[src/rtl/commu_pkg.sv]
// commu_pkg: shared definitions for the commu link transmit side.
//   commu_tx_state_t : transmit FSM states
//   COMMU_DW         : link byte width
//   COMMU_CNT_W      : width of the optional completed-byte counter
package commu_pkg;

  localparam int COMMU_DW    = 8;
  localparam int COMMU_CNT_W = 16;

  typedef enum logic [1:0] {
    IDLE  = 2'd0,
    SETUP = 2'd1,
    HIGH  = 2'd2
  } commu_tx_state_t;

endpackage

[src/rtl/commu_tx_fifo.sv]
// commu_tx_fifo: synchronous show-ahead FIFO with registered full/empty flags.
// Ports:
//   clk_i, rst_i   : clock, synchronous active-high reset (empties the FIFO)
//   push_i, data_i : write request and byte; ignored while full
//   pop_i, data_o  : read request; data_o always shows the oldest entry
//   full_o         : registered full flag
//   empty_o        : registered empty flag
//   empty_nxt_o    : value empty_o takes after the current edge
module commu_tx_fifo
  import commu_pkg::*;
#(
  parameter int DEPTH = 4
) (
  input  logic                clk_i,
  input  logic                rst_i,
  input  logic                push_i,
  input  logic [COMMU_DW-1:0] data_i,
  input  logic                pop_i,
  output logic [COMMU_DW-1:0] data_o,
  output logic                full_o,
  output logic                empty_o,
  output logic                empty_nxt_o
);

  localparam int AW = $clog2(DEPTH);

  logic [COMMU_DW-1:0] mem_q [DEPTH];
  logic [AW-1:0]       wr_ptr_q, rd_ptr_q;
  logic [AW:0]         cnt_q, cnt_d;
  logic                full_q, empty_q;
  logic                push_ok, pop_ok;

  // A push is refused whenever full, even if a pop frees a slot this cycle.
  assign push_ok = push_i && !full_q;
  assign pop_ok  = pop_i && !empty_q;

  always_comb begin
    cnt_d = cnt_q;
    if (push_ok && !pop_ok) begin
      cnt_d = cnt_q + (AW+1)'(1);
    end else if (pop_ok && !push_ok) begin
      cnt_d = cnt_q - (AW+1)'(1);
    end
  end

  always_ff @(posedge clk_i) begin
    if (rst_i) begin
      wr_ptr_q <= '0;
      rd_ptr_q <= '0;
      cnt_q    <= '0;
      full_q   <= 1'b0;
      empty_q  <= 1'b1;
    end else begin
      if (push_ok) wr_ptr_q <= wr_ptr_q + AW'(1);
      if (pop_ok)  rd_ptr_q <= rd_ptr_q + AW'(1);
      cnt_q   <= cnt_d;
      full_q  <= (cnt_d == (AW+1)'(DEPTH));
      empty_q <= (cnt_d == '0);
    end
  end

  // Storage needs no reset: the empty flag masks stale entries.
  always_ff @(posedge clk_i) begin
    if (push_ok) mem_q[wr_ptr_q] <= data_i;
  end

  assign data_o      = mem_q[rd_ptr_q];
  assign full_o      = full_q;
  assign empty_o     = empty_q;
  assign empty_nxt_o = (cnt_d == '0);

endmodule

[src/rtl/commu_tx.sv]
// commu_tx: transmit side of the parallel commu link. Buffers bytes in a small
// FIFO and drives a divided link clock plus data so that the receiver captures
// each byte on a rising commu_clk edge. Data changes only while commu_clk falls
// or stays low, giving CLK_DIV cycles of setup and hold around each rising edge.
// Parameters: CLK_DIV (clk cycles per commu_clk half-period, >=1),
//             DEPTH (FIFO depth, power of 2, >=2).
// Ports:
//   clk, rst           : clock, synchronous active-high reset
//   in_data, in_valid  : producer byte and valid
//   in_ready           : FIFO can accept a byte (= !full)
//   commu_clk          : link clock
//   wr_en, ext_data    : link data valid and byte
//   done               : one-cycle pulse in the last HIGH cycle of each byte
//   busy               : FSM active or FIFO not empty
//   tx_count           : completed-byte counter (only with COMMU_TX_CNT_EN)
// Build option: define COMMU_TX_CNT_EN to add the tx_count port and counter.
//
// Handshake: a byte is transferred on a clk edge where in_valid && in_ready;
// the producer must hold in_data/in_valid stable until that edge.
module commu_tx
  import commu_pkg::*;
#(
  parameter int CLK_DIV = 2,
  parameter int DEPTH   = 4
) (
  input  logic                clk,
  input  logic                rst,
  input  logic [COMMU_DW-1:0] in_data,
  input  logic                in_valid,
  output logic                in_ready,
  output logic                commu_clk,
  output logic                wr_en,
  output logic [COMMU_DW-1:0] ext_data,
  output logic                done,
  output logic                busy
`ifdef COMMU_TX_CNT_EN
  ,
  output logic [COMMU_CNT_W-1:0] tx_count
`endif
);

  localparam int CW = $clog2(CLK_DIV + 1);
  localparam logic [CW-1:0] HALF_LOAD = CW'(CLK_DIV - 1);

  commu_tx_state_t     state_q, state_d;
  logic [CW-1:0]       cnt_q, cnt_d;
  logic                pop;
  logic                fifo_full, fifo_empty, fifo_empty_nxt;
  logic [COMMU_DW-1:0] fifo_dout;

  logic                commu_clk_q, wr_en_q, done_q, busy_q;
  logic [COMMU_DW-1:0] ext_data_q;

  commu_tx_fifo #(
    .DEPTH (DEPTH)
  ) u_fifo (
    .clk_i       (clk),
    .rst_i       (rst),
    .push_i      (in_valid),
    .data_i      (in_data),
    .pop_i       (pop),
    .data_o      (fifo_dout),
    .full_o      (fifo_full),
    .empty_o     (fifo_empty),
    .empty_nxt_o (fifo_empty_nxt)
  );

  assign in_ready = !fifo_full;

  // Counter counts down from CLK_DIV-1; it is reloaded on every state entry,
  // so a phase ends when it reads zero.
  always_comb begin
    state_d = state_q;
    cnt_d   = cnt_q;
    pop     = 1'b0;
    unique case (state_q)
      IDLE: begin
        if (!fifo_empty) begin
          pop     = 1'b1;
          state_d = SETUP;
          cnt_d   = HALF_LOAD;
        end
      end
      SETUP: begin
        if (cnt_q == '0) begin
          state_d = HIGH;
          cnt_d   = HALF_LOAD;
        end else begin
          cnt_d = cnt_q - CW'(1);
        end
      end
      HIGH: begin
        if (cnt_q == '0) begin
          cnt_d = HALF_LOAD;
          // Chain straight into the next byte so back-to-back bytes have no gap.
          if (!fifo_empty) begin
            pop     = 1'b1;
            state_d = SETUP;
          end else begin
            state_d = IDLE;
          end
        end else begin
          cnt_d = cnt_q - CW'(1);
        end
      end
      default: begin
        state_d = IDLE;
        cnt_d   = HALF_LOAD;
      end
    endcase
  end

  // Outputs are registered from the next state so they line up with state_q.
  always_ff @(posedge clk) begin
    if (rst) begin
      state_q     <= IDLE;
      cnt_q       <= '0;
      commu_clk_q <= 1'b0;
      wr_en_q     <= 1'b0;
      ext_data_q  <= '0;
      done_q      <= 1'b0;
      busy_q      <= 1'b0;
    end else begin
      state_q     <= state_d;
      cnt_q       <= cnt_d;
      commu_clk_q <= (state_d == HIGH);
      wr_en_q     <= (state_d != IDLE);
      if (pop) ext_data_q <= fifo_dout;
      done_q      <= (state_d == HIGH) && (cnt_d == '0);
      busy_q      <= (state_d != IDLE) || !fifo_empty_nxt;
    end
  end

  assign commu_clk = commu_clk_q;
  assign wr_en     = wr_en_q;
  assign ext_data  = ext_data_q;
  assign done      = done_q;
  assign busy      = busy_q;

`ifdef COMMU_TX_CNT_EN
  logic [COMMU_CNT_W-1:0] tx_cnt_q;

  // Advances together with done; wraps naturally at 16 bits.
  always_ff @(posedge clk) begin
    if (rst) begin
      tx_cnt_q <= '0;
    end else if ((state_d == HIGH) && (cnt_d == '0)) begin
      tx_cnt_q <= tx_cnt_q + COMMU_CNT_W'(1);
    end
  end

  assign tx_count = tx_cnt_q;
`endif

endmodule

[config.mk]
export PLATFORM = sky130hd
export DESIGN_NAME = commu_tx
export DESIGN_NICKNAME = d
export VERILOG_FILES = /design/src/rtl/commu_pkg.sv /design/src/rtl/commu_tx_fifo.sv /design/src/rtl/commu_tx.sv
export SDC_FILE = /design/constraint.sdc
export NUM_CORES = 1
export LEC_CHECK = 0
export CAP_MARGIN = 20
export CORE_MARGIN = 2
export CORE_UTILIZATION = 28
export DETAILED_ROUTE_END_ITERATION = 6
export PLACE_DENSITY = 0.48
export SYNTH_ARGS = -nofsm -noshare
export SYNTH_HDL_FRONTEND = slang
export SYNTH_SLANG_ARGS = --single-unit
[constraint.sdc]
create_clock -name clk -period 2.5 [get_ports clk]
set_input_delay 0.5 -clock clk [delete_from_list [all_inputs] [get_ports clk]]
set_output_delay 0.5 -clock clk [all_outputs]
set_load 0.02 [all_outputs]
Word level (Yosys, flattened, before mapping)
Memories as Yosys holds them, arrays and structs flattened. A register that Yosys moved wholly into a read port is not among the register bits. Cells that the tools add are included. Widths: inputs -> output; s select.

Register bits: 17. Bits in writable memories: 32. Bits of input ports: 11. Output and inout port bits: 13. Logic and storage cells: 53. Memories kept: 1.

Add/sub/neg operators: 5. Equality and inequality tests: 4. Mux-type cells: 15. Reductions and logical operators: 17.

Memories: u_fifo.mem_q (words 4, width 8, rd ports 1, clocked after memory_dff 1, wr ports 1, RTL line commu_tx_fifo.sv:27) `logic [COMMU_DW-1:0] mem_q [DEPTH];`.

Operators with widths (count): $mux 2 (5); $logic_not 2->1 (3); $mux 3 (2); $pmux 2 s3 (1); $logic_and 1x1->1 (5); $logic_not 1->1 (5); $mux 1 (5); $add 2x1->2 const B (2); $eq 2x2->1 const B (2); $pmux 2 s2 (1); $add 3x1->3 const B (1); $eq 3x3->1 const B (1); $logic_not 3->1 (1); $sub 3x1->3 const B (1); $eq 2x1->1 const B (1); $pmux 1 s2 (1); $reduce_bool 2->1 (1); $reduce_or 2->1 (1); $sub 2x1->2 const B (1); $logic_or 1x1->1 (1).

Logic depth before layout (Yosys ltp)
Gate-level depths: netlist (run 1).

Word-level depth: 10. Gate-level depth with buffers: 8. Gate-level depth less buffers: 8.

Cells and area by module
Synthesis (run 1) repeated with hierarchy kept, for this count alone.

Cells, all modules: 188. Area, all modules: 2513.7 um^2.

Modules (own cells, without submodules): commu_tx_fifo (times used 1, cells each 114, area each 1798.0 um^2, seq. area each 1181.1 um^2); commu_tx (times used 1, cells each 74, area each 715.7 um^2, seq. area each 320.3 um^2).

Worst setup path after synthesis (run 1)
Ideal clock, no wire load.

Path kind: register to register. Start point: register state_q[0]. End point: register u_fifo.full_q (netlist: u_fifo.full_o). Setup time: 0.115 ns. Arrival time: 1.705 ns. Required time: 2.385 ns. Setup slack: 0.680 ns. Stages on the path, launching flop included: 9. Path buffers: 0. Clock period less this slack: 1.820 ns. Cells stage by stage: dfxtp_1 -> inv_1 -> ha_1 -> or4b_4 -> a21oi_4 -> a22oi_2 -> mux2i_2 -> inv_2 -> and2_1.

Word-level cells in the longest chain between the ends: 7. Elaborated cells between the ends (all ways): 10. Classes of those cells: eq/ne (2); mux (3); reduce/logical (5).

Ends and longest elaborated chain: start: declaration (RTL line commu_tx.sv:45) `commu_tx_state_t state_q, state_d;`; start signal: assignment (RTL line commu_tx.sv:124) `state_q <= state_d;`; $eq 2x2->1 / $logic_not 2->1 (equally long branches) (RTL line commu_tx.sv:76) `unique case (state_q)`; $pmux 1 s2 * (RTL line commu_tx.sv:76); $logic_and 1x1->1 * (RTL line commu_tx_fifo.sv:35) `assign pop_ok = pop_i && !empty_q;`; $logic_and 1x1->1 / $logic_not 1->1 (equally long branches) (RTL line commu_tx_fifo.sv:41, commu_tx_fifo.sv:39); $mux 3 / $logic_and 1x1->1 (equally long branches) (RTL line commu_tx_fifo.sv:41, commu_tx_fifo.sv:39); $mux 3 * (RTL line commu_tx_fifo.sv:39) `if (push_ok && !pop_ok) begin`; $eq 3x3->1 * (RTL line commu_tx_fifo.sv:57) `full_q <= (cnt_d == (AW+1)'(DEPTH));`; end signal: assignment (RTL line commu_tx_fifo.sv:57); end: declaration (RTL line commu_tx_fifo.sv:30) `logic full_q, empty_q;`.

Every way passes the cells marked *; elsewhere a longest branch is shown, timed or not. A chain may end at the register's enable or synchronous reset.

Final worst setup path (run 1)
Same ends and word-level chain as after synthesis.

==> impl_results.md, run 1 <==
- Final setup vio count: 0
- Startpoint Class: flop
- Root Buffer: clkbuf_8
- GRT overflow: 0
- Syn Inst Count: 185
- Clk_skew: just under 0.01 ns
- Post-Syn Area: about 2300 um2
- Seq/Total Area, Yosys: 62.2%
- Power density over cell area: 1090 nW/um2
- CORE AREA: ~8000 um2
- DRT iter0 DRCs: 96
- Cell Chain, Critical Path: inv_1, ha_1, nor4b_1, nor3_1, a22oi_2, mux2i_2, inv_2, and2_1
- Number of global-route vias before repair: 1415
- # DRC: 0
- Most frequent cells after synthesis: 32 x edfxtp_1, 27 x nand2_1, 25 x dfxtp_1
- Max Slew Vio Count: 0
- Post-DP HPWL: 2.97 mm
- Buf/Inv on CP: 2
- Max-cap violations: 0
- Worst rel slew slack: approximately 57%
- Detail Route Antenna Nets: 0
- Switching share of power: 34.3%
- NetSw: 1.07 mW
- Vias: 1420
- WL/cell: 13.1 um
- Filler cell count: 818
- Worst-path maximum fanout: 5
- DIE AREA: 9140 um2
- Synthesis Warnings: 0
- Setup Fix Bufs, Post-CTS: 0
- Unrepaired setup endpoints after global routing: false
- Number of synthesized flops with an enable pin: 32
- Worst vdd ir: approximately 0.00026 V
- NumNets Final: 238
- Async SR Flop Fraction: 0%
- RD Place Congestion: between 0.7 and 0.8
- Worst setup slack after placement: 0.339 ns
- Die Ht: 95.6 um
- Tightest Pin Transition: 0.639 ns
- Outcome: finished clean
- Inst Count DP: 311
- Reg area: 1460 um2
- Hold_buf cts: 0
- CP peak stage delay: 0.47 ns
- WL final: 4.26 mm
- CP delay by family, top: simple AND/OR/NAND/NOR gates
- Top area cells in the synthesized netlist: edfxtp_1 41%, dfxtp_1 21%, mux4_2 7.7%, ha_1 5.3%, nand2_1 4.3%
- Gr usage total: 10.8%
- P&R area growth vs syn: 22.2%
- Crit path max-delay cell type: nor4b_1
- Die span in x: 95.6 um
- Top-count cell post-synth: edfxtp_1
- Period utilization: roughly four fifths
- Initial Utilization: about 29%
- Share of post-route cells with drive strength above 1: 13.1%
- Clock buffer depth: 2
- Clk slew on worst S/H paths: 0.07 ns
- Yosys cell types: 35
- CTS tree: yes
- Syn avg cell area: 12.7 um2
- Worst-Skew Late Latency: 0.33 ns
- Part of the power in the clock network: 21.9%
- # rows: 33
- P_int: 2.05 mW
- Comb power frac: 34.9%
- Diodes inserted: 0
- Cts repair resizes: 0
- Arrival @ worst endpoint: 2.24 ns
- First-pass GRT wire length: slightly above 7 mm
- Ys flop type: edfxtp_1
- Syn nets: 206
- Total CTS buffers: 9
- Leakage: 1.01 nW
- FMAX: ~0.5 GHz
- Synth area leader: edfxtp_1
- Sequential fraction of design power: 43.2%
- Finished Layout Cells: 326
- Setup TNS: 0 ns
- I/O Pins: 24
- Type of the most critical hold path: flop to flop
- Vias per cell: 4.36
- Yosys reg bits: 57
- Setup CP Type: flop to flop
- Worst setup EP type: flop
- Req. time, crit path: ~2.7 ns
- Multi-input gate area: 815 um2
- Post-synth top area share: 40.9%
- Fin. Hold Viols: 0
- Final worst slack: 0.487 ns
- Htree depth: 3
- IO buf count: 23
- Min Tclk post-route: 2.01 ns
- Initial antenna violation count: 0
- Clock sink count: 57
- Pin count of the biggest net entering global routing: 18
- Drt first pass iters: 6
==> layout by cell type (no fill, tap or decap), drive strengths merged, types with 5 or more instances in the layout <==
cell,n
inv,13
a21oi,13
and2,5
ha,10
nor2,9
dfxtp,25
clkbuf,11
mux4,8
nand2,27
edfxtp,32
clkdlybuf4s50,23
o21ai,6
==> path summary, 6_finish.rpt <==
kind	cells past startpoint	startpoint	slack [ns]	end
setup / recovery	8	state_q[0]$_SDFF_PP0_	0.49	u_fifo.full_o$_SDFF_PP0_
hold / removal	2	ext_data[7]$_SDFFE_PP0N_	0.46	ext_data[7]$_SDFFE_PP0N_
setup reg to reg	8	state_q[0]$_SDFF_PP0_	0.49	u_fifo.full_o$_SDFF_PP0_
hold reg to reg	2	ext_data[7]$_SDFFE_PP0N_	0.46	ext_data[7]$_SDFFE_PP0N_
==> metrics by stage <==
stage                     total power, mW  util (%)  cell area [um2]  hold WS [ns]
after floorplan                      2.10         -             2350         0.456
after global placement               2.48      33.2             2720         0.448
after detailed placement             2.47      33.2             2720         0.450
after CTS                            3.17      35.1             2870         0.458
after global routing                 3.36      35.1             2870         0.481
final                                3.13      35.1             2870         0.457
==> sequential cells by signal, indices dropped and copies added, names as in the netlist <==
| signal | flops |
|---|---|
| busy | 1 |
| ext_data | 8 |
| cnt_q | 2 |
| u_fifo.empty_o | 1 |
| u_fifo.full_o | 1 |
| state_q | 2 |
| u_fifo.wr_ptr_q | 2 |
| commu_clk | 1 |
| u_fifo.mem_q | 32 |
| wr_en | 1 |
| done | 1 |
| u_fifo.cnt_q | 3 |
| u_fifo.rd_ptr_q | 2 |
==> tightest hold or removal path: cells and delay by family, from the launching register on <==
| family | cells | cell delay [ns] |
|---|---|---|
| AO/OA/AOI/OAI | 1 | 0.05 |
| flip-flops | 1 | 0.31 |
| AND/OR/NAND/NOR | 1 | 0.05 |
==> power groups by stage <==
stage	logic [mW]	clock network, mW	registers, mW
finish	1.09	0.685	1.35
CTS	1.10	0.713	1.36
detailed placement	1.09	0	1.37
floorplan	0.726	0	1.38
global placement	1.10	0	1.38
global route	1.22	0.753	1.38
==> area by class of cell <==
| cell class | count | share of cell area [%] |
|---|---|---|
| clock buffer | 11 | 4.58 |
| tap | 105 | 4.58 |
| timing repair buffer | 27 | 9.07 |
| sequential | 57 | 50.9 |
| clock inverter | 4 | 0.741 |
| multi-input combinational | 109 | 28.4 |
| inverter | 13 | 1.70 |
==> cell families after synthesis <==
group / after synthesis / synth area share, %
buffers and inverters: 19 / 3.09
flip-flops: 57 / 62.2
AO/OA/AOI/OAI: 29 / 7.94
XOR/XNOR: 4 / 1.49
adder cells (fa/ha/maj): 10 / 5.33
AND/OR/NAND/NOR: 57 / 11.7
multiplexers: 9 / 8.26
==> routing by layer <==
metal  wire length [um]  track usage, %  part of all wire (%)  vias up
met5                  0               0                     0        -
met4                109            6.07                   2.6        0
met3                184            4.19                   4.3       10
met2               1810            14.6                    42       24
met1               2160            14.6                    51      662
li1                   -               -                     -      724
Note: power is estimated with default switching activity, not from simulation.
==> inputs of run 2 (changes only) <==
PLACE_DENSITY = 0.5   (was 0.48)
clock period = 1.6 ns   (was 2.5 ns; I/O delays follow)
==> run 2 against run 1 <==
Highest routed layer unchanged. The run now ends with setup timing left. Sequential cell count unchanged. Via count up 12%. Largest cell class unchanged. Routed wire length increased by 10%. Design area up 15%. Critical path depth did not move. First-iteration DRC count is 49% lower. Sequential power rose by 49%. Global-route usage grew 0.95 points. Combinational power up 130%.
==> impl_results.md, run 2 (synthesized netlist as in run 1, its figures left out) <==
- Worst rel slew slack: 69.3% (+12 points)
- Unrepaired setup endpoints after global routing: true
- Share of post-route cells with drive strength above 1: 31.0% (+18 points)
- Clk_skew: 0.00572 ns (-0.00389 ns)
- NumNets Final: 274 (+15%)
- Arrival @ worst endpoint: 2.06 ns (-0.18 ns)
- Tightest Pin Transition: 0.460 ns (-0.179 ns)
- Post-DP HPWL: 3.27 mm (+10%)
- P&R area growth vs syn: 40.8%
- Period utilization: 114% (+34 points)
- Diodes inserted: 0 (unchanged)
- Max-cap violations: 0 (unchanged)
- Type of the most critical hold path: flop to flop
- Clock buffer depth: 2 (unchanged)
- Clk slew on worst S/H paths: 0.06 ns (about the same)
- Vias: 1588 (+12%)
- Crit path max-delay cell type: or4b_4
- CP peak stage delay: 0.49 ns (+0.02 ns)
- Most frequent cells in the layout: 32 x buf_4, 32 x edfxtp_1, 26 x nand2_1, 23 x dfxtp_1
- Final worst slack: -0.226 ns (-0.713 ns)
- Outcome: finished, violations left
- Post-layout util: 40.5% (+5.4 points)
- Clock sink count: 57 (unchanged)
- Initial Utilization: 28.7% (unchanged)
- Max Slew Vio Count: 0 (unchanged)
- CTS tree: yes
- Die span in x: 95.6 um (unchanged)
- DIE AREA: 9140 um2 (unchanged)
- Htree depth: 3 (unchanged)
- Largest register FFs: 32 (unchanged)
- Top cell by count, worst path: inv_2
- Worst-path maximum fanout: 3 (-2)
- FMAX: 0.548 GHz (+10%)
- Initial antenna violation count: 0 (unchanged)
- IO buf count: 23 (unchanged)
- Gr usage total: 11.7% (+0.95 points)
- Drt first pass iters: 4 (-2)
- CORE AREA: 8180 um2 (unchanged)
- WL/cell: 13.0 um (-0.81%)
- # rows: 33 (unchanged)
- Min Tclk post-route: 1.83 ns (-0.187 ns)
- Hold_buf cts: 0 (unchanged)
- # DRC: 0 (unchanged)
- Cell Chain, Critical Path: inv_2, ha_4, or4b_4, a21oi_4, a22oi_2, mux2i_2, inv_2, and2_4
- Worst setup EP type: flop
- Detail Route Antenna Nets: 0 (unchanged)
- RD Place Congestion: 0.773 (+2.0%)
- Largest register by flop count: u_fifo.mem_q
- Worst setup slack after placement: -0.282 ns (-0.621 ns)
- Req. time, crit path: 1.83 ns (-0.89 ns)
- Failing checks: setup timing
- Setup CP Type: flop to flop
- Final setup vio count: 20 (+20)
- Startpoint Class: flop
- Worst vdd ir: 0.000508 V (+92%)
- Worst-Skew Late Latency: 0.34 ns (about the same)
- Die Ht: 95.6 um (unchanged)
- Fin. Hold Viols: 0 (unchanged)
- Total CTS buffers: 9 (unchanged)
- DRT iter0 DRCs: 49 (-49%)
- Root Buffer: clkbuf_8
- WL final: 4.70 mm (+10%)
- Number of global-route vias before repair: 1554 (+9.8%)
- First-pass GRT wire length: 7.62 mm (+6.9%)
- Filler cell count: 784 (-4.2%)
- GRT overflow: 0 (unchanged)
- I/O Pins: 24 (unchanged)
- Vias per cell: 4.37 (+0.43%)
- Power density over cell area: 1760 nW/um2 (+61%)
- Leakage: 1.31 nW (+29%)
- Pin count of the biggest net entering global routing: 18 (unchanged)
-- run 2: worst paths after layout --
kind / start / to / slack (ns) / cells past startpoint
worst min register to register: ext_data[3]$_SDFFE_PP0N_ / ext_data[3]$_SDFFE_PP0N_ / 0.45 / 2
worst max register to register: state_q[0]$_SDFF_PP0_ / u_fifo.full_o$_SDFF_PP0_ / -0.23 / 8
worst max-delay path: state_q[0]$_SDFF_PP0_ / u_fifo.full_o$_SDFF_PP0_ / -0.23 / 8
worst min-delay path: ext_data[3]$_SDFFE_PP0N_ / ext_data[3]$_SDFFE_PP0N_ / 0.45 / 2
-- run 2: timing repair --
item	in CTS	in global routing
pin swaps	5	0
resized for setup	17	9
buffers inserted	2	4
endpoints found under the setup margin	29	24
-- run 2: final cells by class --
type	count	area (um2)	share of cell area, %
Clock buffer	11	131	3.97
Tap cell	105	131	3.97
Multi-Input combinational cell	109	863	26.1
Clock inverter	5	56.3	1.70
Sequential cell	57	1470	44.3
Inverter	13	48.8	1.48
Timing Repair Buffer	63	609	18.4
-- run 2: through the flow --
stage / total power, mW / cell area (um2) / setup TNS, ns / hold slack (ns) / instances
after floorplan: 3.33 / 2370 / -0.496 / 0.419 / 185
after global placement: 4.36 / 3020 / -8.91 / 0.446 / 341
after detailed placement: 4.36 / 3020 / -9.73 / 0.449 / 341
after CTS: 5.78 / 3250 / -1.83 / 0.456 / 359
after global routing: 6.24 / 3310 / -3.49 / 0.476 / 363
final: 5.82 / 3310 / -1.98 / 0.452 / 363
-- run 2: where the power goes --
| group | switching [mW] | total (mW) | leakage (nW) | internal, mW |
|---|---|---|---|---|
| Clock | 0.560 | 1.28 | 0.0933 | 0.716 |
| Sequential | 0.149 | 2.01 | 0.500 | 1.86 |
| Combinational | 1.20 | 2.53 | 0.713 | 1.34 |
-- run 2: routing by layer --
metal | vias up | GRT usage (%) | wire length [um]
met5 | - | 0 | 0
met4 | 0 | 5.71 | 87
met3 | 9 | 4.74 | 210
met2 | 28 | 17.1 | 2210
met1 | 758 | 15.1 | 2200
li1 | 793 | - | -
-- run 2: worst max-delay path: cells and delay by family (launching register included) --
family	cells	cell delay, ns
compound gates	2	0.27
fa+ha+maj	1	0.13
buf+inv	2	0.12
flops	1	0.32
mux	1	0.26
simple gates	2	0.62
